### src/rtl/fpu_pkg.sv
// fpu_pkg: shared FP32/FP64 field widths, exponent constants and FPU enums.
package fpu_pkg;
   localparam int F32_EXP_W  = 8;
   localparam int F32_FRAC_W = 23;
   localparam int F64_EXP_W  = 11;
   localparam int F64_FRAC_W = 52;
   localparam int BIAS32     = 127;
   localparam int BIAS64     = 1023;
   localparam int BIAS_DELTA = BIAS64 - BIAS32;
   // exponent of the smallest FP32 normal, re-biased for FP64
   localparam int DENORM_E0  = BIAS64 - BIAS32 + 1;
   typedef enum logic [1:0] {IDLE, NORM, DONE} state_t;
   typedef enum logic [2:0] {ZERO, DENORM, NORMAL, INF, QNAN, SNAN} fp_class_t;
endpackage

### src/rtl/fp32_classify.sv
// fp32_classify: splits an FP32 operand into fields and its IEEE-754 class.
module fp32_classify
   import fpu_pkg::*;
(
   input  logic [31:0]           i_src,
   output fp_class_t             o_class,
   output logic                  o_sign,
   output logic [F32_EXP_W-1:0]  o_exp,
   output logic [F32_FRAC_W-1:0] o_frac
);
   assign o_sign = i_src[31];
   assign o_exp  = i_src[30:23];
   assign o_frac = i_src[22:0];
   always_comb
      o_class = o_exp == '0 ? (o_frac == '0 ? ZERO : DENORM)
              : o_exp == '1 ? (o_frac == '0 ? INF : o_frac[22] ? QNAN : SNAN)
              : NORMAL;
endmodule

### src/rtl/fpu_fp32_to_fp64_seq.sv
// fpu_fp32_to_fp64_seq: FP32-to-FP64 widening with valid/ready handshake;
// FP32 denormals are normalised one bit per cycle.
module fpu_fp32_to_fp64_seq
   import fpu_pkg::*;
#(
   parameter bit DENORM_EN = 1'b1,
   parameter bit NAN_QUIET = 1'b1
) (
   input  logic        clk,
   input  logic        rst_n,
   input  logic        in_valid,
   output logic        in_ready,
   input  logic [31:0] src,
   output logic        out_valid,
   input  logic        out_ready,
   output logic [63:0] dst,
   output logic        out_snan,
   output logic        out_denorm
);
   state_t                r_state, w_next;
   fp_class_t             w_class;
   logic                  w_sign, w_accept, w_norm_go, w_is_nan;
   logic [F32_EXP_W-1:0]  w_exp;
   logic [F32_FRAC_W-1:0] w_frac, w_nan_frac;
   logic [63:0]           w_fast_dst, r_dst;
   logic                  r_sign, r_snan, r_denorm;
   logic [F32_FRAC_W:0]   r_mant;
   logic [F64_EXP_W-1:0]  r_e;

   fp32_classify u_cls (
      .i_src  (src),
      .o_class(w_class),
      .o_sign (w_sign),
      .o_exp  (w_exp),
      .o_frac (w_frac)
   );

   assign w_accept   = in_valid && in_ready;
   assign w_norm_go  = DENORM_EN && w_class == DENORM;
   assign w_is_nan   = w_class == QNAN || w_class == SNAN;
   assign w_nan_frac = w_frac | {NAN_QUIET, 22'b0};

   // zero and flushed denormals both fall through to signed zero
   always_comb
      w_fast_dst = w_class == NORMAL ? {w_sign, {3'b0, w_exp} + 11'(BIAS_DELTA), w_frac, 29'b0}
                 : w_class == INF    ? {w_sign, 11'h7FF, 52'b0}
                 : w_is_nan          ? {w_sign, 11'h7FF, w_nan_frac, 29'b0}
                 : {w_sign, 63'b0};

   always_ff @(posedge clk or negedge rst_n)
      if (!rst_n) r_state <= IDLE;
      else        r_state <= w_next;

   // an accept can only happen in IDLE or in DONE with out_ready
   always_comb
      w_next = w_accept              ? (w_norm_go ? NORM : DONE)
             : r_state == NORM       ? (r_mant[23] ? DONE : NORM)
             : r_state == DONE && out_ready ? IDLE
             : r_state;

   always_comb begin
      in_ready  = r_state == IDLE || (r_state == DONE && out_ready);
      out_valid = r_state == DONE;
   end

   always_ff @(posedge clk or negedge rst_n)
      if (!rst_n) begin
         r_dst    <= '0;
         r_sign   <= 1'b0;
         r_snan   <= 1'b0;
         r_denorm <= 1'b0;
         r_mant   <= '0;
         r_e      <= '0;
      end else if (w_accept) begin
         r_sign   <= w_sign;
         r_snan   <= w_class == SNAN;
         r_denorm <= w_class == DENORM;
         r_mant   <= {1'b0, w_frac};
         r_e      <= 11'(DENORM_E0);
         if (!w_norm_go) r_dst <= w_fast_dst;
      end else if (r_state == NORM) begin
         if (r_mant[23]) r_dst <= {r_sign, r_e, r_mant[22:0], 29'b0};
         else begin
            r_mant <= r_mant << 1;
            r_e    <= r_e - 11'd1;
         end
      end

   assign dst        = r_dst;
   assign out_snan   = r_snan;
   assign out_denorm = r_denorm;
endmodule

### config.mk
export PLATFORM = sky130hd
export DESIGN_NAME = fpu_fp32_to_fp64_seq
export DESIGN_NICKNAME = d
export VERILOG_FILES = /design/src/rtl/fpu_pkg.sv /design/src/rtl/fp32_classify.sv /design/src/rtl/fpu_fp32_to_fp64_seq.sv
export SDC_FILE = /design/constraint.sdc
export NUM_CORES = 1
export LEC_CHECK = 0
export ABC_AREA = 1
export ABC_CLOCK_PERIOD_IN_PS = 1400
export BUFFER_PORTS_ARGS = -buffer_cell sky130_fd_sc_hd__buf_4
export CAP_MARGIN = 10
export CORE_MARGIN = 2
export CORE_UTILIZATION = 25
export CTS_CLUSTER_DIAMETER = 80
export DETAILED_ROUTE_END_ITERATION = 6
export PLACE_DENSITY = 0.47
export SLEW_MARGIN = 20
export SYNTH_ARGS = -nofsm -noshare
export SYNTH_HDL_FRONTEND = slang
export SYNTH_SLANG_ARGS = --single-unit
### constraint.sdc
create_clock -name clk -period 1.4 [get_ports clk]
set_input_delay 0.28 -clock clk [delete_from_list [all_inputs] [get_ports clk]]
set_output_delay 0.28 -clock clk [all_outputs]
set_load 0.01 [all_outputs]
# Yosys cells after proc, flatten, opt, wreduce, memory -nomap -nowiden

Index checks and enable logic that the tools add are counted.

Flip-flop bits (word level): 104
Latch bits: 0
Bits in writable memories: 0
ROM bits: 0
Input port bits: 36
Output and inout bits: 68
Logic and storage cells: 55
Memories kept: 0

$add $sub $neg: 2
Multipliers: 0
Divide/modulo/power cells: 0
Order comparisons: 0
Equal/unequal tests: 10
Shift-type cells: 0
Muxes and demuxes: 23
Bitwise gates (word level): 0
Reductions and logical operators: 12

Operator list:

| cell                    | count |
|---|---|
| $mux W64                | 4 |
| $mux W63                | 3 |
| $mux W24                | 3 |
| $mux W11                | 3 |
| $logic_not A23 Y1       | 1 |
| $add A8 B10 Y11 const B | 1 |
| $sub A11 B1 Y11 const B | 1 |
| $mux W2                 | 5 |
| $mux W3                 | 3 |
| $eq A8 B8 Y1 const B    | 1 |
| $logic_not A8 Y1        | 1 |
| $eq A3 B2 Y1 const B    | 2 |
| $eq A3 B3 Y1 const B    | 2 |
| $ne A2 B2 Y1 const B    | 2 |
| $reduce_bool A2 Y1      | 2 |
| $eq A3 B1 Y1 const B    | 1 |
| $reduce_and A3 Y1       | 1 |
| $reduce_bool A3 Y1      | 1 |
| $eq A2 B1 Y1 const B    | 1 |
| $eq A2 B2 Y1 const B    | 1 |
| $logic_and A1 B1 Y1     | 2 |
| $logic_not A2 Y1        | 1 |
| $logic_or A1 B1 Y1      | 2 |
| $mux W1                 | 2 |
| $reduce_and A2 Y1       | 1 |

# Longest topological paths before layout

Depth after elaboration: 11
Gate-level depth with buffers: 11

# Modules after synthesis

From an unflattened synthesis, not the netlist that was laid out.

Cells, all modules: 577
Area total of the unflattened synthesis: 4,325.4 µm²

Modules (own cells, without submodules):

| module               | instances | cells each | area an instance (µm²) |
|---|---|---|---|
| fpu_fp32_to_fp64_seq | 1         | 506        | 3,907.5 |
| fp32_classify        | 1         | 71         | 417.9 |

# Worst setup path after synthesis

Ideal clock, no wire load.

Kind: flip-flop to flip-flop
Start point: reg r_state[1]
End point: reg r_dst[48], in the netlist dst[48]
Library setup time: 117 ps
Data arrival time: 1,283 ps
Slack: 0 ps
Stages on the path, launching flop included: 11
Path buffers: 2
Path through: dfrtp_1 inv_2 nor2_4 nor2_4 nand2_4 inv_4 nand2_2 buf_6 buf_6 nand3_1 nand2_1

Word-level cells in the longest chain between the ends: 6
Elaborated cells on any way between the ends: 11

Ends and longest elaborated chain:

| what                                                         | RTL line                   | source |
|---|---|---|
| from (decl)                                                  | fpu_fp32_to_fp64_seq.sv:20 | `state_t r_state, w_next;` |
| from (signal assigned)                                       | fpu_fp32_to_fp64_seq.sv:52 | `else r_state <= w_next;` |
| $eq A2 B2 Y1                                                 | fpu_fp32_to_fp64_seq.sv:62 | `in_ready = r_state == IDLE \|\| (r_state == DONE && out_ready);` |
| $logic_and A1 B1 Y1                                          | fpu_fp32_to_fp64_seq.sv:62 |  |
| $logic_or A1 B1 Y1 (*)                                       | fpu_fp32_to_fp64_seq.sv:62 |  |
| net in_ready                                                 | fpu_fp32_to_fp64_seq.sv:12 | `output logic in_ready,` |
| $logic_and A1 B1 Y1 (*)                                      | fpu_fp32_to_fp64_seq.sv:38 | `assign w_accept = in_valid && in_ready;` |
| $ne A2 B2 Y1 (no line) or $reduce_bool A2 Y1 (tied branches) | --                         |  |
| $reduce_and A3 Y1 (no line)                                  | --                         |  |
| to (signal assigned)                                         | fpu_fp32_to_fp64_seq.sv:80 | `if (!w_norm_go) r_dst <= w_fast_dst;` |
| to (signal assigned)                                         | fpu_fp32_to_fp64_seq.sv:82 | `if (r_mant[23]) r_dst <= {r_sign, r_e, r_mant[22:0], 29'b0};` |
| to (decl)                                                    | fpu_fp32_to_fp64_seq.sv:25 | `logic [63:0] w_fast_dst, r_dst;` |

The timed path passes the listed nets; every way through them passes the cells marked *.
A chain may end at the register's enable or synchronous reset.

# Final worst setup path

Start point: reg r_state[1]
End point: out in_ready

Word-level cells in the longest chain between the ends: 3
Elaborated cells on any way between the ends: 4

Ends and longest elaborated chain:

| what                   | RTL line |
|---|---|
| $eq A2 B2 Y1           | fpu_fp32_to_fp64_seq.sv:62 |
| $logic_and A1 B1 Y1    | fpu_fp32_to_fp64_seq.sv:62 |
| $logic_or A1 B1 Y1 (*) | fpu_fp32_to_fp64_seq.sv:62 |
| to (decl)              | fpu_fp32_to_fp64_seq.sv:12 |

Mark *: on every way between the ends. The rest lies on a longest branch, timed or not.

==> impl_metrics.csv <==
group,metric,value,unit
status,run_status,"finished with violations",
status,violations,"setup timing",
logic_synthesis,mean_instance_size_in_the_synthesized_netlist,7.463,um2
grt,grt-ovfl-total,0,
logic_synthesis,synth-edff-count,0,
worst_setup_path,regToRegStartpoint,"r_state[1]",
power,swShare,23.67,%
floorplanning,design.core.area,16520,um2
power,pwr-share-clk,47.8,%
clock_network,insertion_delay,0.33,ns
worst_setup_path,timing.critical_path.to_type,"primary output",
route,number_of_detailed_route_iterations_in_the_first_pass,5,
power,combinationalPowerShare,9.4,%
run,max-cap-violations,0,
sta,setup_repair_after_global_routing_missed_its_margin,"yes",
logic_synthesis,yosys.cell_count.top_type,"nand2_1",
worst_hold_path,worstHoldStart,"src[31]",
clock_network,inserted_clock_buffers,9,
power,sequentialPowerShare,42.8,%
sta,maxClockFrequency,654.9,MHz
sta,hold_viol_final,0,
worst_setup_path,worst_ep_required_time,1.12,ns
logic_synthesis,synth_top_cell_by_area,"dfrtp_1",
logic_synthesis,synth.top_cell.area_share,44.59,%
logic_synthesis,synth_area_leaders,"dfrtp_1, nand2_1, buf_4, nand3_1, nor2_1",
worst_setup_path,critPathKind,"register to primary output",
worst_setup_path,worst_ep_arrival_time,1.25,ns
placement,place_congestion,0.8635,
logic_synthesis,post_synth_inst_count,564,
sta,setup_violations,65,
logic_synthesis,yosys_register_bits,75,
logic_synthesis,async_reset_ff_share,100.0,%
placement,port-buffer-count,74,
worst_hold_path,worst_hold_endpoint,"r_sign",
sta,skew,0.007113,ns
cells_and_area,antenna-diode-count,0,
power,power.density,937.3,nW/um2
worst_hold_path,timing.hold.worst_path_depth,3,
worst_setup_path,cp-start-kind,"register",
logic_synthesis,seq_area_frac_synth,44.59,%
floorplanning,placementRows,47,
grt,antenna_found_initial,0,
worst_setup_path,worstRegToRegCells,10,
clock_network,clk_transition_reported_paths,0.06,ns
clock_network,ctsRootBufferMaster,"clkbuf_16",
floorplanning,die_height,133.8,um
route,dr.first_iter.drc_count,205,
power,vdd_drop_max,0.0005369,V
grt,globalRouteTotalUtil,13.27,%
route,avgRoutedWirePerCell,13.31,um
cells_and_area,area_growth_syn_to_layout,35.46,%
power,power_leakage,0.003000,uW
sta,final.period_utilization,109.1,%
cells_and_area,final_net_count,708,
clock_network,clkSinkCount,75,
sta,maxSlewViolCount,0,
logic_synthesis,synthDistinctLibCells,29,
route,finalWirelength,11920,um
clock_network,max-clock-path-buffers,2,
floorplanning,top_level_ports,104,
logic_synthesis,syn_area,4209,um2
cells_and_area,post_route_cells_drive_above_1_share,25.89,%
sta,finalHoldWorstSlack,0.1937,ns
logic_synthesis,netlist_top_cells_count,"nand2_1, dfrtp_1, nor2_1",
floorplanning,die-area,17890,um2
floorplanning,floorplan.die.width,133.8,um
route,detail_route.vias_per_cell,4.405,
sta,totalNegativeSetupSlack,-4.441,ns
clock_network,h_tree_levels,3,
sta,finalWorstPathRequiredPeriod,1.527,ns
placement,detailedPlacementHpwl,8653,um
grt,grt_start_max_net_pins,36,
worst_setup_path,worst_r2r_endpoint,"dst[58]",
grt,grt_pass1_wl,18980,um
floorplanning,starting_density,25.47,%
worst_setup_path,rrSetupSlack,-0.11,ns
route,vias,3947,
logic_synthesis,yosys_warnings,0,
worst_hold_path,holdCritPathClass,"input port to register",
worst_setup_path,biggest_fanout_along_the_worst_timing_path,3,
clock_network,tritoncts_clock_tree,"done",
logic_synthesis,synth_flop_cell,"dfrtp_1",
route,drtAntennaViolNets,0,
route,drc_markers,0,
power,cell_internal_pwr,4079,uW
grt,grt_pass1_vias,3800,
power,net-switching-power,1265,uW
sta,worst_slack,-0.1269,ns
area by class of cell:
| type | instances | area, um2 |
|---|---|---|
| clock buffer | 10 | 239.0 |
| clock inverter | 6 | 88.84 |
| fill | 1754 | 10820 |
| inverter | 43 | 166.4 |
| multi-input combinational | 416 | 1941 |
| sequential | 75 | 1877 |
| tap | 220 | 275.3 |
| timing repair buffer | 126 | 1115 |
sequential cells by signal, summed over array words and instances (netlist names):
register and flops:
dst 35, r_state 2, r_sign 1, r_mant 24, out_denorm 1, out_snan 1, r_e 11
cell usage in the layout, fill, tap and decap left out, types with 4 or more instances in the layout:
cell type,count
buf_6,5
o21ai_0,28
nand2_1,195
o21ai_1,10
nand2_8,4
dfrtp_1,75
inv_1,36
buf_12,9
buf_4,109
nand2_2,8
inv_2,5
o22ai_1,23
nand3_1,44
a21oi_1,6
nor2_4,5
nor2_1,44
clkbuf_16,11
conb_1,29
routing by layer:
layer	vias to the layer above	track usage [%]	wire [um]
met5	-	0	0
met4	0	4.433	205
met3	14	2.740	518
met2	104	21.17	5540
met1	1868	17.94	5658
li1	1961	-	-
per-stage QoR:
step	worst slack [ns]	cell area, um2	instances	total power (uW)	utilization [%]
4_1_cts	-0.1177	5543	892	5429	33.54
5_1_grt	-0.2000	5702	896	5595	34.50
3_3_place_gp	-0.1884	5192	874	2820	31.42
3_5_place_dp	-0.2098	5192	874	2823	31.42
2_1_floorplan	0.0002627	4314	592	2584	-
6_report	-0.1269	5702	896	5344	34.50
what timing repair did:
item,CTS,global route
endpoints found under the setup margin,63,72
setup buffers,1,2
cloned,0,2
pin swaps,0,3
gates resized for setup,2,25
hold buffers,1,0
hold endpoints to repair,15,0
power groups by stage:
stage               Combinational, uW  Clock (uW)  Sequential, uW
floorplan                         248           0            2340
global placement                  495           0            2330
detailed placement                497           0            2330
CTS                               501        2640            2290
global route                      564        2730            2300
finish                            501        2550            2290
worst max-delay path by stage:
stage	from	to	slack [ns]	cells past startpoint
5_1_grt	r_state[1]	r_mant[14]	-0.20	9
3_3_place_gp	src[29]	dst[29]	-0.19	13
4_1_cts	r_state[1]	dst[48]	-0.12	9
2_1_floorplan	r_state[1]	dst[48]	0.0003	10
6_report	r_state[1]	in_ready	-0.13	5
3_5_place_dp	src[29]	dst[43]	-0.21	13
worst max-delay path, stage by stage (launching register included):
cell     delay (ns)
dfrtp_1        0.39
inv_2          0.10
nor2_4         0.05
nor2_4         0.17
buf_6          0.12
buf_6          0.09
cells by family (layout without fill, tap and decap cells):
| group | after synthesis | count (layout) | share of synthesized area (%) |
|---|---|---|---|
| AO/OA/AOI/OAI | 72 | 72 | 9.334 |
| adder cells (fa/ha/maj) | 1 | 1 | 0.2972 |
| buffers and inverters | 101 | 185 | 13.70 |
| flip-flops | 75 | 75 | 44.59 |
| other | 1 | 29 | 0.08909 |
| AND/OR/NAND/NOR | 314 | 314 | 31.99 |
(Power assumes the default switching activity.)
